[config.mk]
export PLATFORM = sky130hd
export DESIGN_NAME = ram_host_adapter
export DESIGN_NICKNAME = d
export VERILOG_FILES = /design/src/rtl/ram_host_adapter.sv
export SDC_FILE = /design/constraint.sdc
export NUM_CORES = 1
export LEC_CHECK = 0
export BUFFER_PORTS_ARGS = -buffer_cell sky130_fd_sc_hd__buf_4
export CAP_MARGIN = 20
export CORE_MARGIN = 8
export CORE_UTILIZATION = 30
export CTS_CLUSTER_DIAMETER = 200
export DETAILED_ROUTE_END_ITERATION = 10
export GPL_TIMING_DRIVEN = 0
export PLACE_DENSITY = 0.61
export SYNTH_ARGS = -nofsm -noshare
export SYNTH_HDL_FRONTEND = slang
export SYNTH_SLANG_ARGS = --single-unit
[constraint.sdc]
create_clock -name clk -period 1.9 [get_ports clk]
set_input_delay 0.19 -clock clk [delete_from_list [all_inputs] [get_ports clk]]
set_output_delay 0.19 -clock clk [all_outputs]
set_load 0.02 [all_outputs]
[src/rtl/ram_host_adapter.sv]
// ram_host_adapter
// Host-side front end for one port of a dual-port synchronous RAM. It turns
// byte-addressed host requests into word-addressed RAM accesses. Reads wait
// one cycle for the RAM's registered data and return it as a registered
// response. Full-word writes go straight through. Partially masked writes
// read the old word first and then write back the merged word.
module ram_host_adapter #(
   parameter int dat_width = 32,
   parameter int adr_width = 32
) (
   input  logic                   clk,
   input  logic                   rst,
   input  logic                   host_req_i,
   output logic                   host_ack_o,
   input  logic                   host_we_i,
   input  logic [adr_width-1:0]   host_addr_i,
   input  logic [dat_width/8-1:0] host_be_i,
   input  logic [dat_width-1:0]   host_wdata_i,
   output logic                   host_resp_o,
   output logic [dat_width-1:0]   host_rdata_o,
   output logic [adr_width-1:0]   ram_adr_o,
   output logic [dat_width-1:0]   ram_dat_o,
   output logic                   ram_we_o,
   input  logic [dat_width-1:0]   ram_dat_i
);

   localparam int BeW  = dat_width / 8;
   localparam int LsbW = $clog2(BeW);

   typedef enum logic [1:0] {
      IDLE,
      RD_WAIT,
      RMW
   } state_t;

   state_t                 r_state;
   logic                   r_resp;
   logic [dat_width-1:0]   r_rdata;
   logic [adr_width-1:0]   r_addr;
   logic [BeW-1:0]         r_be;
   logic [dat_width-1:0]   r_wdata;

   logic [adr_width-1:0]   w_waddr;
   logic                   w_idle;
   logic                   w_accept;
   logic                   w_beFull;
   logic                   w_beNone;
   logic                   w_fullWrite;
   logic                   w_rmwWrite;
   logic [dat_width-1:0]   w_merged;

   // The shift drops the byte offset and zero-fills the top of the word address.
   assign w_waddr     = host_addr_i >> LsbW;
   assign w_idle      = (r_state == IDLE);
   assign w_accept    = !rst && w_idle && host_req_i;
   assign w_beFull    = &host_be_i;
   assign w_beNone    = (host_be_i == '0);
   assign w_fullWrite = w_accept && host_we_i && w_beFull;
   assign w_rmwWrite  = !rst && (r_state == RMW);

   assign host_ack_o   = w_accept;
   assign host_resp_o  = r_resp;
   assign host_rdata_o = r_rdata;
   assign ram_we_o     = w_fullWrite || w_rmwWrite;
   assign ram_adr_o    = (r_state == RMW) ? r_addr : w_waddr;
   assign ram_dat_o    = (r_state == RMW) ? w_merged : host_wdata_i;

   // Merge the latched write bytes over the old word that the RAM returns
   always_comb begin
      w_merged = ram_dat_i;
      for (int k = 0; k < BeW; k++) begin
         if (r_be[k]) begin
            w_merged[8*k +: 8] = r_wdata[8*k +: 8];
         end
      end
   end

   // Control FSM: register read responses and latch partial-write context
   always_ff @(posedge clk) begin
      if (rst) begin
         r_state <= IDLE;
         r_resp  <= 1'b0;
         r_rdata <= '0;
         r_addr  <= '0;
         r_be    <= '0;
         r_wdata <= '0;
      end else begin
         r_resp <= 1'b0;
         case (r_state)
            IDLE: begin
               if (host_req_i) begin
                  if (!host_we_i) begin
                     r_state <= RD_WAIT;
                  end else if (!w_beFull && !w_beNone) begin
                     r_addr  <= w_waddr;
                     r_be    <= host_be_i;
                     r_wdata <= host_wdata_i;
                     r_state <= RMW;
                  end
               end
            end
            RD_WAIT: begin
               r_rdata <= ram_dat_i;
               r_resp  <= 1'b1;
               r_state <= IDLE;
            end
            RMW: begin
               r_state <= IDLE;
            end
            default: begin
               r_state <= IDLE;
            end
         endcase
      end
   end

endmodule

==> flow_summary.yaml, run 1 <==
global_route:
  grt_pass1_wl_um: 26440
  grt_pass1_vias: 4788
  grt-ovfl-total: 0
  antenna_found_initial: 0
  grt_max_degree: 18
  grt_use_total: 0.1516
routing:
  via_per_inst: 4.473
  wl_per_cell_um: 16.23
  drc: 0
  via_count: 4585
  wl_um: 16640
  drt_iter0_markers: 164
  drt_pass1_iterations: 4
  ant_nets: 0
layout:
  fin_cells: 1025
  area_growth_pct: 42.75
  diodes: 0
  layout_commonest_cell: "buf_4"
  fill_cells: 1746
  drive_above_1_share: 0.3413
  multiInputGateArea_mm2: 0.002949
  final-seq-area_mm2: 0.002026
  final_cell_mix: "203 x buf_4, 133 x nand2b_1, 98 x mux2i_1, 98 x dfxtp_1, 96 x nand2_1"
  final_nets: 899
place:
  place_ws_ns: -0.1727
  portBuffers: 197
  place_hpwl_um: 12750
  place_congestion: 0.7564
  dp_cells: 1008
die:
  row_count: 48
  die_h_um: 147.5
  dieArea_mm2: 0.02176
  ios: 203
  core_area_mm2: 0.01712
  die_w_um: 147.5
  initial_utilization: 0.3031
worst_setup_path:
  end_kind: "output port"
  critPathKind: "reg2out"
  r2r-end: "r_addr[28]$_SDFFE_PP0P_"
  critical_path.reg2reg.startpoint: "r_state[0]$_SDFFE_PP0P_"
  r2r_slack_ns: 0.16
  cp-start-kind: "flip-flop"
  required_ns: 1.71
  path_cells: "nand2b_4 > buf_12 > buf_12 > mux2_2 > buf_4"
  crit_slowest_cell: "dfxtp_2"
  startpoint: "r_state[0]$_SDFFE_PP0P_"
  worstPathMaxFanout: 10
  crit_arrival_ns: 1.62
  crit_path_frequent_cell: "buf_12"
  reg2reg_depth: 6
  max_stage_delay_ns: 0.33
timing:
  postLayoutSetupSlackWorst_ns: 0.09358
  whs_ns: 0.08962
  setup_viol_count_final: 0
  hold_viol_final: 0
  maxSlewHeadroom: 0.6074
  finalCritPeriodShare: 0.9507
  fmax_mhz: 553.6
  fin_crit_ns: 1.806
  skew_ns: 0.006824
  finalMaxSlewViolations: 0
  max_slew.worst_pin.slew_ns: 0.5889
  rsz0062_at_grt: "false"
hold_path:
  min_path_type: "in2reg"
  min_delay_path_depth: 3
  min_to: "host_rdata_o[21]$_SDFFE_PP0P_"
  hp-start: "ram_dat_i[21]"
yosys:
  synth-edff-count: 0
  synthDistinctLibCells: 22
  ys_warn_count: 0
  synth_cells: 585
  ys_seq_area_frac: 0.3897
  syn_area_per_cell_um2: 8.870
  async_reset_ff_frac: 0
  ys_seq_elements: 101
  synth_area_mm2: 0.005189
  synth_top_flop_cell: "dfxtp_1"
clock_network:
  cts.sinks: 101
  cts_buffer_depth: 2
  worstSkewPairLatency_ns: 0.35
  cts_root_buffer: "clkbuf_16"
  cts_tree: "done"
  htreeDepth: 3
  numCtsBuffers: 9
  clkTransAtPathRegs_ns: 0.07
power:
  total_leakage_power_nw: 3.081
  fin_total_pwr_mw: 5.688
  p_per_area_mw_per_mm2: 768.0
  ir_worst_vdd_uv: 419.7
flow_run:
  maxCapViolCount: 0
outcome:
  status: "completed"
critical path: cells and delay by family, from the launching register on:
kind | cells | cell delay, ns
DFF | 1 | 0.33
muxes | 1 | 0.33
buffers and inverters | 3 | 0.43
and+or+nand+nor | 1 | 0.16
flip-flops by register name, indices dropped and copies added, names as in the netlist:
name and count:
host_rdata_o 32, r_wdata 32, r_addr 30, r_be 4, r_state 2, host_resp_o 1
logic make-up after synthesis:
group,Yosys count,share of synthesized area
and+or+nand+nor,241,0.2479
muxes,128,0.2542
DFF,101,0.3897
AOI/OAI and AO/OA,65,0.06270
buffers and inverters,49,0.04485
other,1,0.0007227
repair_timing:
item                                    4_1_cts  5_1_grt
cloned                                        0        0
endpoints found under the setup margin       63       41
resized for setup                            17       12
buffers inserted                              1        2
endpoints found under the hold margin         1        0
hold buffers                                  1        0
per-stage QoR:
stage | util | setup TNS (ns) | area, um^2
floorplan | - | 0 | 5192
global placement | 0.4062 | -4.308 | 6953
detailed placement | 0.4062 | -4.276 | 6953
CTS | 0.4307 | 0 | 7372
global route | 0.4327 | 0 | 7407
finish | 0.4327 | 0 | 7407
cell usage after synthesis (all sizes together), types with 2 or more instances:
cell	n	share of area
nand2b	134	0.16
dfxtp	101	0.39
mux2i	98	0.19
nand2	96	0.069
a21oi	33	0.032
clkbuf	32	0.023
o21ai	32	0.031
mux2	30	0.065
buf	17	0.022
nor2	2	0.0014
nor2b	2	0.0024
worst max-delay path by stage:
stage | to | slack, ns | cells after the start
2_1_floorplan | ram_dat_o[24] | 0.35 | 4
3_3_place_gp | ram_adr_o[24] | -0.17 | 5
3_5_place_dp | ram_dat_o[11] | -0.17 | 6
4_1_cts | ram_dat_o[11] | 0.01 | 4
5_1_grt | ram_we_o | 0.0009 | 5
6_report | ram_adr_o[25] | 0.09 | 5
routing by layer:
layer | part of all wire | global-route usage
met1 | 0.46 | 0.1886
met3 | 0.090 | 0.06206
met2 | 0.44 | 0.2349
met5 | 0 | 0
met4 | 0.015 | 0.04589
final cells by class:
type,count,share of cell area
clock inverters,7,0.01959
multi-input cells,436,0.3981
clock buffers,9,0.03041
well taps,225,0.03801
plain buffers,46,0.03632
flip-flops and latches,101,0.2735
repair buffers,201,0.2041
report_power, final:
part           leakage [nW]  internal [mW]  total (mW)  switching [mW]
combinational          2.08          0.553        1.11           0.554
sequential            0.824           2.21        2.27          0.0617
clock                 0.176           1.43        2.31           0.878
total                  3.08           4.19        5.69            1.49
Note: power is estimated with default switching activity, not from simulation.
==> inputs of run 2 (changes only) <==
ABC_AREA = 1   (was unset)
PLACE_DENSITY = 0.6   (was 0.61)
SLEW_MARGIN = 40   (was unset)
==> flow_summary.yaml, run 2 <==
layout:
  diodes: 0
  final_cell_mix: "206 x buf_4, 186 x inv_1, 169 x nand2_1"
  area_growth_pct: 39.65
  final_area_mm2: 0.007672
  final-seq-area_mm2: 0.002026
  final_nets: 1221
  layout_commonest_cell: "buf_4"
  fill_cells: 1974
  multiInputGateArea_mm2: 0.002417
  drive_above_1_share: 0.2496
worst_setup_path:
  crit_arrival_ns: 1.64
  crit_path_frequent_cell: "buf_4"
  startpoint: "r_state[0]$_SDFFE_PP0P_"
  critPathKind: "reg2out"
  end_kind: "output port"
  critical_path.reg2reg.startpoint: "r_state[0]$_SDFFE_PP0P_"
  cp-start-kind: "flip-flop"
  crit_slowest_cell: "dfxtp_1"
  worstPathMaxFanout: 10
  r2r-end: "r_addr[26]$_SDFFE_PP0P_"
  crit_cells: 6
  reg2reg_depth: 8
  critPathCapture: "ram_adr_o[4]"
  cp_top_family: "buffers and inverters"
  path_cells: "nor2_4 > buf_4 > buf_4 > clkbuf_4 > o21ai_0 > buf_4"
  r2r_slack_ns: 0.33
  path_buf_inv: 4
  required_ns: 1.71
  max_stage_delay_ns: 0.39
clock_network:
  cts_buffer_depth: 2
  clkTransAtPathRegs_ns: 0.07
  numCtsBuffers: 9
  worstSkewPairLatency_ns: 0.36
  cts_root_buffer: "clkbuf_16"
  cts_tree: "done"
  cts.sinks: 101
  htreeDepth: 3
timing:
  max_slew.worst_pin.slew_ns: 0.5293
  skew_ns: 0.005618
  postLayoutSetupSlackWorst_ns: 0.06840
  maxSlewHeadroom: 0.6471
  rsz0062_at_grt: "true"
  hold_viol_final: 0
  setup_viol_count_final: 0
  fin_crit_ns: 1.832
  fmax_mhz: 546.0
  whs_ns: 0.08949
  finalCritPeriodShare: 0.9640
  finalMaxSlewViolations: 0
place:
  portBuffers: 198
  place_hpwl_um: 15110
  place_ws_ns: -0.09162
  place_congestion: 0.8364
  dpl-instance-area_mm2: 0.007271
hold_path:
  min_path_type: "in2reg"
yosys:
  synth-edff-count: 0
  ys_seq_elements: 101
  synth_top_area_cell: "dfxtp_1"
  ys_warn_count: 0
  syn_area_per_cell_um2: 6.084
  synth_area_mm2: 0.005494
  synth_top_flop_cell: "dfxtp_1"
  synthDistinctLibCells: 23
  yosys-top-cells-area: "dfxtp_1 37%, inv_1 13%, nand2_1 12%, nor2_1 11%, o21ai_0 8.6%"
  synth_top_area_frac: 0.3680
  async_reset_ff_frac: 0
  synthTopCellsByCount: "186 x inv_1, 169 x nand2_1, 166 x nor2_1"
  ys_seq_area_frac: 0.3680
  synth_cells: 903
  synth.most_common_cell: "inv_1"
die:
  die_w_um: 151.3
  ios: 203
  dieArea_mm2: 0.02290
  core_area_mm2: 0.01796
  die_h_um: 151.3
  row_count: 49
  initial_utilization: 0.3058
routing:
  drc: 0
  wl_um: 19890
  via_per_inst: 4.471
  drt_pass1_iterations: 4
  ant_nets: 0
  wl_per_cell_um: 14.72
  drt_iter0_markers: 214
  via_count: 6040
global_route:
  grt_max_degree: 18
  grt_use_total: 0.1718
  grt_pass1_wl_um: 30890
  antenna_found_initial: 0
  grt-ovfl-total: 0
  grt_pass1_vias: 5892
power:
  ir_worst_vdd_uv: 648.4
  total_leakage_power_nw: 4.043
  p_per_area_mw_per_mm2: 747.4
  fin_total_pwr_mw: 5.734
outcome:
  status: "completed"
flow_run:
  maxCapViolCount: 0
-- run 2: cell types whose count changed in the layout (fill, tap and decap cells not counted), sizes merged, moves of 4 or more --
cell	previous run	this run
inv	1	202
buf	215	239
nand4	1	66
nand2	96	170
o21ai	32	94
clkbuf	40	30
a21oi	33	1
mux2	30	0
nand2b	134	0
bufinv	4	0
nor2	2	168
mux2i	98	0
clkinv	1	6
o22ai	0	32
-- run 2: power breakdown --
part / internal, mW / switching (mW) / total [mW]
logic: 0.649 / 0.896 / 1.54
registers: 2.26 / 0.0880 / 2.35
clock network: 0.936 / 0.903 / 1.84
total: 3.85 / 1.89 / 5.73
-- run 2: repair_timing --
item                                   CTS  global route
hold buffers                             2             0
setup endpoints to repair               63            59
setup buffers                            2             1
cloned                                   0             0
resized for setup                       20            27
pin swaps                                1             1
endpoints found under the hold margin    2             0
-- run 2: layer usage --
layer / wire (um) / vias up / global-route usage / part of all wire
li1: - / 3192 / - / -
met2: 9081 / 204 / 0.2822 / 0.46
met5: 0 / - / 0 / 0
met3: 1766 / 16 / 0.05229 / 0.089
met4: 216 / 0 / 0.04453 / 0.011
met1: 8822 / 2628 / 0.2141 / 0.44
-- run 2: cell families after synthesis --
| family | synth area share |
|---|---|
| AND/OR/NAND/NOR | 0.3120 |
| buffers and inverters | 0.1936 |
| AO/OA/AOI/OAI | 0.1257 |
| flip-flops | 0.3680 |
| other | 0.0006826 |
-- run 2: per-stage QoR --
stage | utilization | setup TNS, ns | cells
after floorplan | - | 0 | 904
after global placement | 0.4048 | -0.08895 | 1331
after detailed placement | 0.4048 | -0.09162 | 1331
after CTS | 0.4252 | -0.04193 | 1351
after global routing | 0.4271 | -0.09472 | 1351
final | 0.4271 | 0 | 1351
-- run 2: final cells by class --
| cell class | count | share of cell area |
|---|---|---|
| inverter | 205 | 0.1016 |
| timing repair buffer | 203 | 0.1993 |
| buffer | 58 | 0.04534 |
| multi-input combinational | 539 | 0.3151 |
| clock buffer | 10 | 0.03115 |
| tap | 229 | 0.03735 |
| clock inverter | 6 | 0.006197 |
| sequential | 101 | 0.2640 |
-- run 2: worst reg2reg max path, delay by kind of cell (launching register included) --
family                 cells  cell delay, ns
buffers and inverters      3            0.65
flip-flops                 1            0.34
AND/OR/NAND/NOR            5            0.48
-- run 2: worst min path at each step --
| stage | startpoint | endpoint | slack (ns) | depth (start not counted) |
|---|---|---|---|---|
| 2_1_floorplan | rst | host_resp_o$_SDFF_PP0_ | 0.26 | 1 |
| 3_3_place_gp | rst | host_resp_o$_SDFF_PP0_ | 0.36 | 2 |
| 3_5_place_dp | rst | host_resp_o$_SDFF_PP0_ | 0.37 | 2 |
| 4_1_cts | ram_dat_i[15] | host_rdata_o[15]$_SDFFE_PP0P_ | 0.07 | 3 |
| 5_1_grt | ram_dat_i[25] | host_rdata_o[25]$_SDFFE_PP0P_ | 0.1 | 3 |
| 6_report | ram_dat_i[11] | host_rdata_o[11]$_SDFFE_PP0P_ | 0.09 | 3 |
==> inputs of run 3 (changes only) <==
==> constraint.sdc (replaced) <==
create_clock -name clk -period 1.94 [get_ports clk]
set_input_delay 0 -clock clk [delete_from_list [all_inputs] [get_ports clk]]
set_output_delay 0 -clock clk [all_outputs]
set_load 0.02 [all_outputs]
==> flow_summary.yaml, run 3 (synthesis gave the netlist of run 2 again) <==
timing:
  fmax_mhz: 542.1
  postLayoutSetupSlackWorst_ns: 0.09517
  rsz0062_at_grt: "true"
  finalCritPeriodShare: 0.9509
  skew_ns: 0.006007
  tns_ns: 0
  setup_viol_count_final: 0
  max_slew.worst_pin.slew_ns: 0.5890
  maxSlewHeadroom: 0.6074
  finalMaxSlewViolations: 0
  fin_crit_ns: 1.845
  hold_viol_final: 0
worst_setup_path:
  worstPathMaxFanout: 10
  end_kind: "output port"
  required_ns: 1.94
  reg2reg_depth: 8
  cp-start-kind: "primary input"
  critPathKind: "in2out"
  crit_arrival_ns: 1.84
routing:
  wl_um: 21090
  drt_iter0_markers: 222
  via_count: 6412
  wl_per_cell_um: 14.65
  drt_pass1_iterations: 4
  ant_nets: 0
  via_per_inst: 4.456
  drc: 0
layout:
  final_nets: 1309
  final_area_mm2: 0.008488
  layout_commonest_cell: "buf_4"
  area_growth_pct: 54.50
  diodes: 0
  fin_util: 0.4725
  drive_above_1_share: 0.2223
  final_cell_mix: "203 x buf_4, 186 x inv_1, 169 x nand2_1"
clock_network:
  clkTransAtPathRegs_ns: 0.07
  cts_root_buffer: "clkbuf_16"
  worstSkewPairLatency_ns: 0.36
  cts.sinks: 101
  htreeDepth: 3
  cts_buffer_depth: 2
  cts_tree: "done"
  numCtsBuffers: 9
global_route:
  grt_pass1_vias: 6344
  grt_pass1_wl_um: 32870
  antenna_found_initial: 0
  grt_use_total: 0.1815
  grt_max_degree: 18
  grt-ovfl-total: 0
place:
  place_hpwl_um: 15110
  place_congestion: 0.8364
  place_ws_ns: 0.2564
  portBuffers: 198
  dpl-instance-area_mm2: 0.007271
die:
  initial_utilization: 0.3058
  die_w_um: 151.3
  dieArea_mm2: 0.02290
  die_h_um: 151.3
  core_area_mm2: 0.01796
  ios: 203
  row_count: 49
power:
  total_leakage_power_nw: 4.381
  p_per_area_mw_per_mm2: 676.6
  ir_worst_vdd_uv: 646.6
flow_run:
  maxCapViolCount: 0
hold_path:
  min_path_type: "in2reg"
  min_delay_path_depth: 5
outcome:
  status: "completed"
==> run 3: per-layer routing <==
metal  vias up  part of all wire  global-route usage
met5         -                 0                   0
met4         0             0.013             0.04849
met3        18             0.082             0.04870
met2       204              0.47              0.3058
met1      2822              0.44              0.2235
li1       3368                 -                   -
==> run 3: final timing paths <==
| path | from | end | slack [ns] |
|---|---|---|---|
| setup / recovery | host_be_i[0] | ram_we_o | 0.1 |
| hold / removal | host_wdata_i[28] | r_wdata[28]$_SDFFE_PP0P_ | 0.003 |
| setup reg to reg | r_state[0]$_SDFFE_PP0P_ | r_addr[26]$_SDFFE_PP0P_ | 0.37 |
| hold reg to reg | host_rdata_o[18]$_SDFFE_PP0P_ | host_rdata_o[18]$_SDFFE_PP0P_ | 0.49 |
==> run 3: final cells by class <==
class                           count  area, um^2
Clock buffer                       10       239.0
Fill cell                        1869        9475
Inverter                          205       773.2
Tap cell                          229       286.5
Buffer                             59       302.8
Sequential cell                   101        2022
Multi-Input combinational cell    539        2417
Timing Repair Buffer              290        2400
Clock inverter                      6       47.55
==> run 3: critical path, stage by stage <==
cell,delay (ns)
dlygate4sd3_1,0.56
buf_4,0.13
nand2_1,0.05
inv_1,0.05
nand2_2,0.11
buf_2,0.23
buf_2,0.22
o31ai_1,0.28
buf_4,0.21
==> run 3: report_power, final <==
group / internal (mW) / switching (mW)
registers: 2.22 / 0.0858
clock network: 0.916 / 0.882
logic: 0.732 / 0.911
total: 3.86 / 1.88
==> run 3: what timing repair did <==
action	in CTS	in global routing
buffers inserted	0	3
hold buffers	89	0
pin swaps	0	1
hold endpoints to repair	88	0
setup endpoints to repair	40	36
gates resized for setup	2	8
==> run 3: stage by stage <==
| step | cells | hold slack [ns] | power, mW |
|---|---|---|---|
| detailed placement | 1331 | 0.1806 | 3.836 |
| floorplan | 904 | 0.07238 | 3.190 |
| global route | 1439 | 0.01897 | 6.060 |
| global placement | 1331 | 0.1741 | 3.824 |
| finish | 1439 | 0.002830 | 5.743 |
| CTS | 1436 | 0.0004040 | 5.791 |
